## config.mk

```make
export PLATFORM = sky130hd
export DESIGN_NAME = muldiv_seq_unit
export DESIGN_NICKNAME = d
export VERILOG_FILES = /design/src/rtl/muldiv_pkg.sv /design/src/rtl/muldiv_sign_prep.sv /design/src/rtl/muldiv_seq_unit.sv
export SDC_FILE = /design/constraint.sdc
export NUM_CORES = 1
export LEC_CHECK = 0
export CORE_MARGIN = 3
export CORE_UTILIZATION = 35
export CTS_CLUSTER_DIAMETER = 30
export DETAILED_ROUTE_END_ITERATION = 8
export GPL_ROUTABILITY_DRIVEN = 0
export PLACE_DENSITY = 0.58
export SYNTH_ARGS = -nofsm -noshare
export SYNTH_HDL_FRONTEND = slang
export SYNTH_SLANG_ARGS = --single-unit
```

## constraint.sdc

```tcl
create_clock -name clk -period 3.7 [get_ports clk]
set_clock_uncertainty 0.05 [all_clocks]
set_input_delay 1.11 -clock clk [delete_from_list [all_inputs] [get_ports clk]]
set_output_delay 1.11 -clock clk [all_outputs]
set_load 0.1 [all_outputs]
```

## src/rtl/muldiv_pkg.sv

```systemverilog
// ---------------------------------------------------------------------------
// muldiv_pkg
// Shared definitions for the iterative RV32M multiply/divide unit:
//   - funct3 operation codes (OP_MUL .. OP_REMU)
//   - FSM state encodings (S_IDLE, S_RUN, S_DONE)
//   - operation class predicates (is_div, is_signed_a, is_signed_b)
// ---------------------------------------------------------------------------
package muldiv_pkg;

    localparam logic [2:0] OP_MUL    = 3'b000;
    localparam logic [2:0] OP_MULH   = 3'b001;
    localparam logic [2:0] OP_MULHSU = 3'b010;
    localparam logic [2:0] OP_MULHU  = 3'b011;
    localparam logic [2:0] OP_DIV    = 3'b100;
    localparam logic [2:0] OP_DIVU   = 3'b101;
    localparam logic [2:0] OP_REM    = 3'b110;
    localparam logic [2:0] OP_REMU   = 3'b111;

    localparam logic [1:0] S_IDLE = 2'd0;
    localparam logic [1:0] S_RUN  = 2'd1;
    localparam logic [1:0] S_DONE = 2'd2;

    // funct3[2] separates the divide/remainder group from the multiplies
    function automatic logic is_div(input logic [2:0] op);
        return op[2];
    endfunction

    // rs1 is treated as signed by MULH, MULHSU, DIV and REM
    function automatic logic is_signed_a(input logic [2:0] op);
        return (op == OP_MULH) || (op == OP_MULHSU) || (op == OP_DIV) || (op == OP_REM);
    endfunction

    // rs2 is treated as signed by MULH, DIV and REM
    function automatic logic is_signed_b(input logic [2:0] op);
        return (op == OP_MULH) || (op == OP_DIV) || (op == OP_REM);
    endfunction

endpackage

```

## src/rtl/muldiv_sign_prep.sv

```systemverilog
// ---------------------------------------------------------------------------
// muldiv_sign_prep
// Combinational conditional two's-complement negate. Used at capture to turn
// signed operands into magnitudes, and at completion to apply the result sign.
// Ports:
//   val  in   WIDTH  input value
//   neg  in   1      1 = negate val, 0 = pass through
//   res  out  WIDTH  neg ? -val : val
// ---------------------------------------------------------------------------
module muldiv_sign_prep #(
    parameter int WIDTH = 32
) (
    input  logic [WIDTH-1:0] val,
    input  logic             neg,
    output logic [WIDTH-1:0] res
);

    logic signed [WIDTH-1:0] val_s;
    logic signed [WIDTH-1:0] neg_s;

    assign val_s = $signed(val);
    assign neg_s = -val_s;
    assign res   = neg ? $unsigned(neg_s) : val;

endmodule

```

## src/rtl/muldiv_seq_unit.sv

```systemverilog
// ---------------------------------------------------------------------------
// muldiv_seq_unit
// Iterative RV32M multiply/divide unit. One op per start pulse; radix-2
// shift-add multiply or restoring divide, one step per RUN cycle.
// Optional feature macro: MULDIV_EARLY_OUT_EN -- when defined, divide by
// zero, signed divide overflow and multiply by zero skip RUN entirely.
// Ports:
//   clk        in   1           rising-edge clock
//   rst_n      in   1           asynchronous active-low reset
//   start      in   1           request, sampled only in IDLE
//   operation  in   3           funct3 (MUL..REMU)
//   a, b       in   DATA_WIDTH  rs1 / rs2 operands, captured with start
//   busy       out  1           high in RUN and DONE
//   done       out  1           one-cycle pulse, result valid
//   result     out  DATA_WIDTH  registered result
//   zero       out  1           result == 0
//   signBit    out  1           result MSB
// ---------------------------------------------------------------------------
module muldiv_seq_unit
    import muldiv_pkg::*;
#(
    parameter int DATA_WIDTH = 32
) (
    input  logic                  clk,
    input  logic                  rst_n,
    input  logic                  start,
    input  logic [2:0]            operation,
    input  logic [DATA_WIDTH-1:0] a,
    input  logic [DATA_WIDTH-1:0] b,
    output logic                  busy,
    output logic                  done,
    output logic [DATA_WIDTH-1:0] result,
    output logic                  zero,
    output logic                  signBit
);

    localparam int W     = DATA_WIDTH;
    localparam int CNT_W = $clog2(DATA_WIDTH + 1);

    logic [1:0]       state;
    logic [CNT_W-1:0] cnt;
    logic [2*W-1:0]   acc;      // mul: {partial high, multiplier}; div: {remainder, dividend/quotient}
    logic [W-1:0]     opnd;     // mul: |a| (multiplicand); div: |b| (divisor)
    logic [W-1:0]     a_r;      // original rs1, needed for REM by zero / DIV overflow
    logic [2:0]       op_r;
    logic             neg_r;
    logic             div_zero_r;
    logic             div_ovf_r;
    logic             mul_zero_r;
    logic             done_r;
    logic [W-1:0]     result_r;

    // Capture-side decode
    logic         sa, sb, cap_div, cap_bzero, cap_ovf, cap_mzero, cap_neg, cap_skip;
    logic [W-1:0] abs_a, abs_b;

    assign sa        = is_signed_a(operation) & a[W-1];
    assign sb        = is_signed_b(operation) & b[W-1];
    assign cap_div   = is_div(operation);
    assign cap_bzero = (b == '0);
    assign cap_ovf   = cap_div && is_signed_b(operation) &&
                       (a == {1'b1, {(W-1){1'b0}}}) && (&b);
    assign cap_mzero = !cap_div && ((a == '0) || (b == '0));
    // Remainder takes the dividend's sign; product and quotient take sa^sb
    assign cap_neg   = (cap_div && operation[1]) ? sa : (sa ^ sb);

`ifdef MULDIV_EARLY_OUT_EN
    assign cap_skip = cap_div ? (cap_bzero | cap_ovf) : cap_mzero;
`else
    assign cap_skip = 1'b0;
`endif

    muldiv_sign_prep #(.WIDTH(W)) u_abs_a (.val(a), .neg(sa), .res(abs_a));
    muldiv_sign_prep #(.WIDTH(W)) u_abs_b (.val(b), .neg(sb), .res(abs_b));

    // One multiply step: conditional add of the multiplicand into the high
    // half, then shift the whole accumulator right by one.
    logic [W:0]     mul_sum;
    logic [2*W-1:0] mul_next;

    assign mul_sum  = {1'b0, acc[2*W-1:W]} + (acc[0] ? {1'b0, opnd} : {(W+1){1'b0}});
    assign mul_next = {mul_sum, acc[W-1:1]};

    // One restoring divide step: shift the next dividend bit into the
    // remainder, subtract when it fits, and shift the quotient bit in.
    logic [W:0]     div_sh, div_diff;
    logic           div_ge;
    logic [2*W-1:0] div_next;

    assign div_sh   = {acc[2*W-1:W], acc[W-1]};
    assign div_ge   = (div_sh >= {1'b0, opnd});
    assign div_diff = div_sh - {1'b0, opnd};
    assign div_next = {(div_ge ? div_diff[W-1:0] : div_sh[W-1:0]), acc[W-2:0], div_ge};

    // Completion: pick the raw field, apply the sign, then the forced cases
    logic [2*W-1:0] fin_raw, fin_fix;
    logic [W-1:0]   fin_res;

    always_comb begin
        fin_raw = acc;
        if (is_div(op_r))
            fin_raw = op_r[1] ? {{W{1'b0}}, acc[2*W-1:W]} : {{W{1'b0}}, acc[W-1:0]};
    end

    muldiv_sign_prep #(.WIDTH(2*W)) u_fix (.val(fin_raw), .neg(neg_r), .res(fin_fix));

    always_comb begin
        fin_res = fin_fix[W-1:0];
        if (is_div(op_r) && div_zero_r)
            fin_res = op_r[1] ? a_r : {W{1'b1}};
        else if (is_div(op_r) && div_ovf_r)
            fin_res = op_r[1] ? {W{1'b0}} : a_r;
        else if (!is_div(op_r) && mul_zero_r)
            fin_res = '0;
        else if (!is_div(op_r) && (op_r != OP_MUL))
            fin_res = fin_fix[2*W-1:W];
    end

    always_ff @(posedge clk or negedge rst_n) begin
        if (!rst_n) begin
            state      <= S_IDLE;
            cnt        <= '0;
            acc        <= '0;
            opnd       <= '0;
            a_r        <= '0;
            op_r       <= OP_MUL;
            neg_r      <= 1'b0;
            div_zero_r <= 1'b0;
            div_ovf_r  <= 1'b0;
            mul_zero_r <= 1'b0;
            done_r     <= 1'b0;
            result_r   <= '0;
        end else begin
            done_r <= 1'b0;
            case (state)
                S_IDLE: begin
                    if (start) begin
                        op_r       <= operation;
                        a_r        <= a;
                        neg_r      <= cap_neg;
                        div_zero_r <= cap_div & cap_bzero;
                        div_ovf_r  <= cap_ovf;
                        mul_zero_r <= cap_mzero;
                        opnd       <= cap_div ? abs_b : abs_a;
                        acc        <= {{W{1'b0}}, (cap_div ? abs_a : abs_b)};
                        cnt        <= CNT_W'(W);
                        state      <= cap_skip ? S_DONE : S_RUN;
                    end
                end
                S_RUN: begin
                    acc <= is_div(op_r) ? div_next : mul_next;
                    cnt <= cnt - 1'b1;
                    if (cnt == CNT_W'(1))
                        state <= S_DONE;
                end
                S_DONE: begin
                    result_r <= fin_res;
                    done_r   <= 1'b1;
                    state    <= S_IDLE;
                end
                default: state <= S_IDLE;
            endcase
        end
    end

    assign busy    = (state == S_RUN) || (state == S_DONE);
    assign done    = done_r;
    assign result  = result_r;
    assign zero    = (result_r == '0);
    assign signBit = result_r[W-1];

endmodule

```

After elaboration in Yosys (flattened, before gate mapping)
Index checks and enable logic that the tools add are counted.

word-level totals
  register bits = 176
  bits of input ports = 70
  word-level logic and storage cells = 86

cells by class
  $add $sub $neg = 6
  order comparisons = 1
  equal/unequal tests = 10
  multiplexer cells = 25
  bitwise gates (word level) = 4
  reduce and logical (&&, ||, !) cells = 28

operators by type and width
  operator                                              number
  2-to-1 mux 32 bit                                     13
  2-to-1 mux 64 bit                                     4
  one-hot mux 64 bit (2 select lines)                   1
  zero test 32 bit                                      3
  negation 32 bit                                       2
  negation 64 bit                                       1
  adder 32 x 32 -> 33 bit                               1
  greater-or-equal comparator 33 x 32 -> 1 bit          1
  equality test 32 bit (second input constant)          1
  AND reduction 32 bit                                  1
  subtractor 32 bit                                     1
  one-hot mux 6 bit (2 select lines)                    1
  logical AND 1 bit                                     9
  logical OR 1 bit                                      7
  equality test 3 bit (second input constant)           2
  equality test 6 x 1 -> 1 bit (second input constant)  1
  2-to-1 mux 6 bit                                      1
  AND reduction 2 bit                                   3
  subtractor 6 x 1 -> 6 bit (second input constant)     1
  2-to-1 mux 2 bit                                      2
  != test 2 bit (second input constant)                 2
  one-hot mux 2 bit (2 select lines)                    1
  bitwise AND 1 bit                                     3
  equality test 3 x 1 -> 1 bit (second input constant)  1
  other kinds (9)                                       11

Longest topological paths before layout
  depth in word-level cells = 9
  depth in mapped cells = 17

Cells and area by module
A second synthesis with hierarchy kept.

second synthesis, totals
  cells, all modules = 2,102
  area, all modules = 16,872.4 um^2

by module, submodules not included
  module                          times used  cells an instance  area each (um^2)  sequential area each (um^2)
  muldiv_seq_unit                 1           1,688              13,884.6          4,404.2
  muldiv_sign_prep (u_abs_a ...)  2           108                767.0             0.0
  muldiv_sign_prep (u_fix)        1           198                1,453.9           0.0

Least setup slack after synthesis
OpenSTA, ideal clock, no wires.

  kind = reg2reg
  start point = register op_r[1]
  end point = register result_r[26] (netlist: result[26])
  library setup time = 0.078 ns
  arrival time = 3.896 ns
  data required time = 3.572 ns
  path slack = -0.324 ns
  stages on the path, launching flop included = 17
  buffers on the path = 5
  path through = dfrtp_1 > buf_6 > and2_1 > buf_4 > buf_2 > buf_2 > buf_1 > mux2i_1 > ha_1 > o221ai_2 > nor4_1 > nand2_1 > or4b_1 > o41ai_2 > xnor2_1 > nand2_1 > a21oi_1

on the way
  word-level cells in the longest chain between the ends = 8
  elaborated cells on any way between the ends = 12
  those cells by class = 1 x add/sub; 9 x mux; 2 x reduce/logical

ends and longest elaborated chain
  element                 RTL line                text
  from (decl)             muldiv_seq_unit.sv:45   logic [2:0] op_r;
  from (signal assigned)  muldiv_seq_unit.sv:138  op_r <= operation;
  2-to-1 mux 32 bit       muldiv_seq_unit.sv:102  fin_raw = op_r[1] ? {{W{1'b0}}, acc[2*W-1:W]} : {{W{1'b0}}, acc[W-1:0]};
  2-to-1 mux 64 bit       muldiv_seq_unit.sv:101  if (is_div(op_r))
  negation 64 bit         muldiv_sign_prep.sv:22  assign neg_s = -val_s;
  2-to-1 mux 64 bit       muldiv_sign_prep.sv:23  assign res = neg ? $unsigned(neg_s) : val;
  2-to-1 mux 32 bit       muldiv_seq_unit.sv:115  else if (!is_div(op_r) && (op_r != OP_MUL))
  2-to-1 mux 32 bit       muldiv_seq_unit.sv:113  else if (!is_div(op_r) && mul_zero_r)
  2-to-1 mux 32 bit       muldiv_seq_unit.sv:111  else if (is_div(op_r) && div_ovf_r)
  2-to-1 mux 32 bit *     muldiv_seq_unit.sv:109  if (is_div(op_r) && div_zero_r)
  to (signal assigned)    muldiv_seq_unit.sv:157  result_r <= fin_res;
  to (decl)               muldiv_seq_unit.sv:51   logic [W-1:0] result_r;

Every way passes the cells marked *; elsewhere a longest branch is shown, timed or not.
A chain may end at the register's enable or synchronous reset.

Worst setup path in the final report
  start point = input a[9]
  end point = register opnd[30]

on the way
  word-level cells in the longest chain between the ends = 3

ends and longest elaborated chain
  element               RTL line                text
  from (decl)           muldiv_seq_unit.sv:28   input logic [DATA_WIDTH-1:0] a,
  negation 32 bit       muldiv_sign_prep.sv:22
  2-to-1 mux 32 bit     muldiv_sign_prep.sv:23
  2-to-1 mux 32 bit     muldiv_seq_unit.sv:144  opnd <= cap_div ? abs_b : abs_a;
  to (signal assigned)  muldiv_seq_unit.sv:144
  to (decl)             muldiv_seq_unit.sv:43   logic [W-1:0] opnd;

Every way passes these cells.

==> metrics.yaml <==
grt_use_met1_pct: 36.89
drc_errors: 0
drtAntennaViolNets: 0
clock_path_buffers: 2
final_max_slew_viol_count: 0
fp-row-count: 79
drt_iter0_markers: 2132
synth_warnings: 0
r2r_start: "acc[0]"
status: "finished clean"
cts_tree: "yes"
grt-ovfl-total: 0
pin_count: 106
synth.top_cell.area_share_pct: 26.30
place_inst: 2996
min_period_ns: 3.605
clk_latency_ns: 0.47
die_area_um2: 50500
die_y_um: 224.7
use_met2_pct: 39.80
rsz0062_at_grt: "true"
fin_crit_sh_pct: 97.44
numClockSinks: 176
placed_area_um2: 20060
whs_ns: 0.4724
grt_pass1_wl_um: 104600
top_usage_layer: "met2"
synth_area_leaders: "dfrtp_1 26%, a21oi_1 6.8%, o21ai_0 5.7%"
synth-edff-count: 0
clk_pin_slew_ns: 0.08
power_density_nw_per_um2: 1021
setup_viol_count_final: 0
port-buffer-count: 105
hold_buffers: 0
critPathCapture: "opnd[30]"
synthTopCellsByCount: "228 x a21oi_1, 210 x nor2_1, 192 x o21ai_0, 189 x nand2_1, 176 x dfrtp_1"
viasPerCell: 5.940
antenna_found_initial: 0
p_leak_nw: 8.868
slew_headroom_pct: 20.59
cts_root_buffer: "clkbuf_16"
finalNetCount: 2556
worst_ep_required_time_ns: 3.99
netlist_area_um2: 16740
wl_per_cell_um: 22.58
drt-pass1-iter-count: 5
cts_made_buffers: 17
fin_area_um2: 20970
hold_violations: 0
core-area_um2: 46950
ir_drop_uv: 567.2
fill_cells: 4645
crit_arrival_ns: 3.89
ys_types: 92
path_cells: "clkdlybuf4s50_1 > or4_4 > or3_4 > nor3_2 > and2_2 > nand3_2 > or2_1 > o31ai_2 > xnor2_1 > a21oi_1 > o21ai_1"
crit_fanout: 3
layout-drive-gt1-share_pct: 20.59
grt_pass1_vias: 17436
synth.most_common_cell: "a21oi_1"
worst_pin_slew_ns: 1.187
avgSynthCellArea_um2: 7.788
hold_path_class: "flop to flop"
stdcell_count: 3031
p_total_mw: 21.41
ys_ff_latch: 176
cpMaxStageDelayCell: "or4_4"
regArea_um2: 4410
cpPeakStageDelay_ns: 0.54
max_freq_mhz: 277.4
synthFlopType: "dfrtp_1"
yosys.area.top_type: "dfrtp_1"
async_reset_ff_share_pct: 100.0
area_growth_pct: 25.22
yosysSeqAreaShare_pct: 26.30
setup.worst_path.start_class: "input pin"
end_kind: "flop"
setup.worst_path.class: "input pin to flop"
initial_core_util_pct: 35.66
r2r_end: "acc[61]"
totalWireLength_um: 68440
maxCapViolations: 0
routed-via-count: 18004
multi_input_area_um2: 11800
dp_hpwl_um: 54170
diodes: 0
reg2reg_depth: 16
die_w_um: 224.7
grt_util_all_layers_pct: 26.88
syn_nets: 2295
r2r_slack_ns: 0.10
cts_htree_levels: 4
met3_usage_pct: 5.965
synthCells: 2150
grt_max_degree: 67
startpoint: "a[9]"
final cells by class:
class	count	area share, %
flip-flops and latches	176	21.03
well taps	607	3.622
repair buffers	383	14.92
clock inverters	14	0.5788
inverters	81	1.450
clock buffers	18	2.095
multi-input cells	1752	56.30
how the worst min path moves through the flow:
stage,start,to,depth (start not counted)
6_report,result[29],result[29],2
5_1_grt,a_r[12],a_r[12],1
4_1_cts,a_r[20],a_r[20],1
3_5_place_dp,result[29],result[29],2
3_3_place_gp,a_r[31],a_r[31],2
2_1_floorplan,a_r[31],a_r[31],2
cell usage in the layout (no fill, tap or decap), types with 49 or more instances in the layout:
cell / instances
xor2_1: 70
clkdlybuf4s50_1: 67
buf_4: 307
nor2_1: 210
mux2_2: 63
ha_1: 65
a211oi_1: 51
o21ai_0: 183
a21oi_1: 219
inv_1: 76
xnor2_1: 91
nand2_1: 188
mux2i_1: 49
dfrtp_1: 173
where the power goes:
part           leakage [nW]  switching, mW  internal (mW)
clock network         0.271          0.937          0.903
logic                  6.43           9.37           5.99
registers              2.17           1.39           2.82
total                  8.87           11.7           9.72
logic make-up (layout without fill, tap and decap cells):
| kind of cell | Yosys count | after routing | share of synthesized area, % |
|---|---|---|---|
| AND/OR/NAND/NOR | 674 | 674 | 19.78 |
| multiplexers | 113 | 113 | 7.226 |
| buffers and inverters | 222 | 496 | 5.343 |
| adder cells (fa/ha/maj) | 75 | 75 | 5.694 |
| flip-flops | 176 | 176 | 26.30 |
| XOR/XNOR | 161 | 161 | 8.421 |
| AO/OA/AOI/OAI | 729 | 729 | 27.24 |
sequential cells by signal, summed over array words and instances (netlist names):
register	cells
done	1
acc	64
state	2
a_r	32
mul_zero_r	1
div_ovf_r	1
cnt	6
neg_r	1
opnd	32
op_r	3
div_zero_r	1
result	32
stage by stage:
step	setup TNS, ns	util (%)	setup WS [ns]
after floorplan	-0.004908	-	-0.004908
after global placement	-9.337	42.73	-0.5122
after detailed placement	-10.71	42.73	-0.6193
after CTS	0	44.04	0.001227
after global routing	-0.1906	44.66	-0.04727
final	0	44.66	0.09478
per-layer routing:
| metal | part of all wire (%) | up-vias |
|---|---|---|
| li1 | - | 8400 |
| met3 | 8.6 | 168 |
| met5 | 0 | - |
| met4 | 5.3 | 0 |
| met2 | 43 | 810 |
| met1 | 43 | 8626 |
worst max-delay path: cells and delay by family:
family,cells,cell delay (ns)
buffers and inverters,1,0.42
XOR/XNOR,1,0.14
AND/OR/NAND/NOR,6,1.71
AO/OA/AOI/OAI,3,0.51
repair_timing:
action / CTS / global route
gates resized for setup: 9 / 61
setup endpoints to repair: 9 / 29
pin swaps: 2 / 22
setup buffers: 0 / 3
No activity file was read; power rests on OpenSTA's default activity.
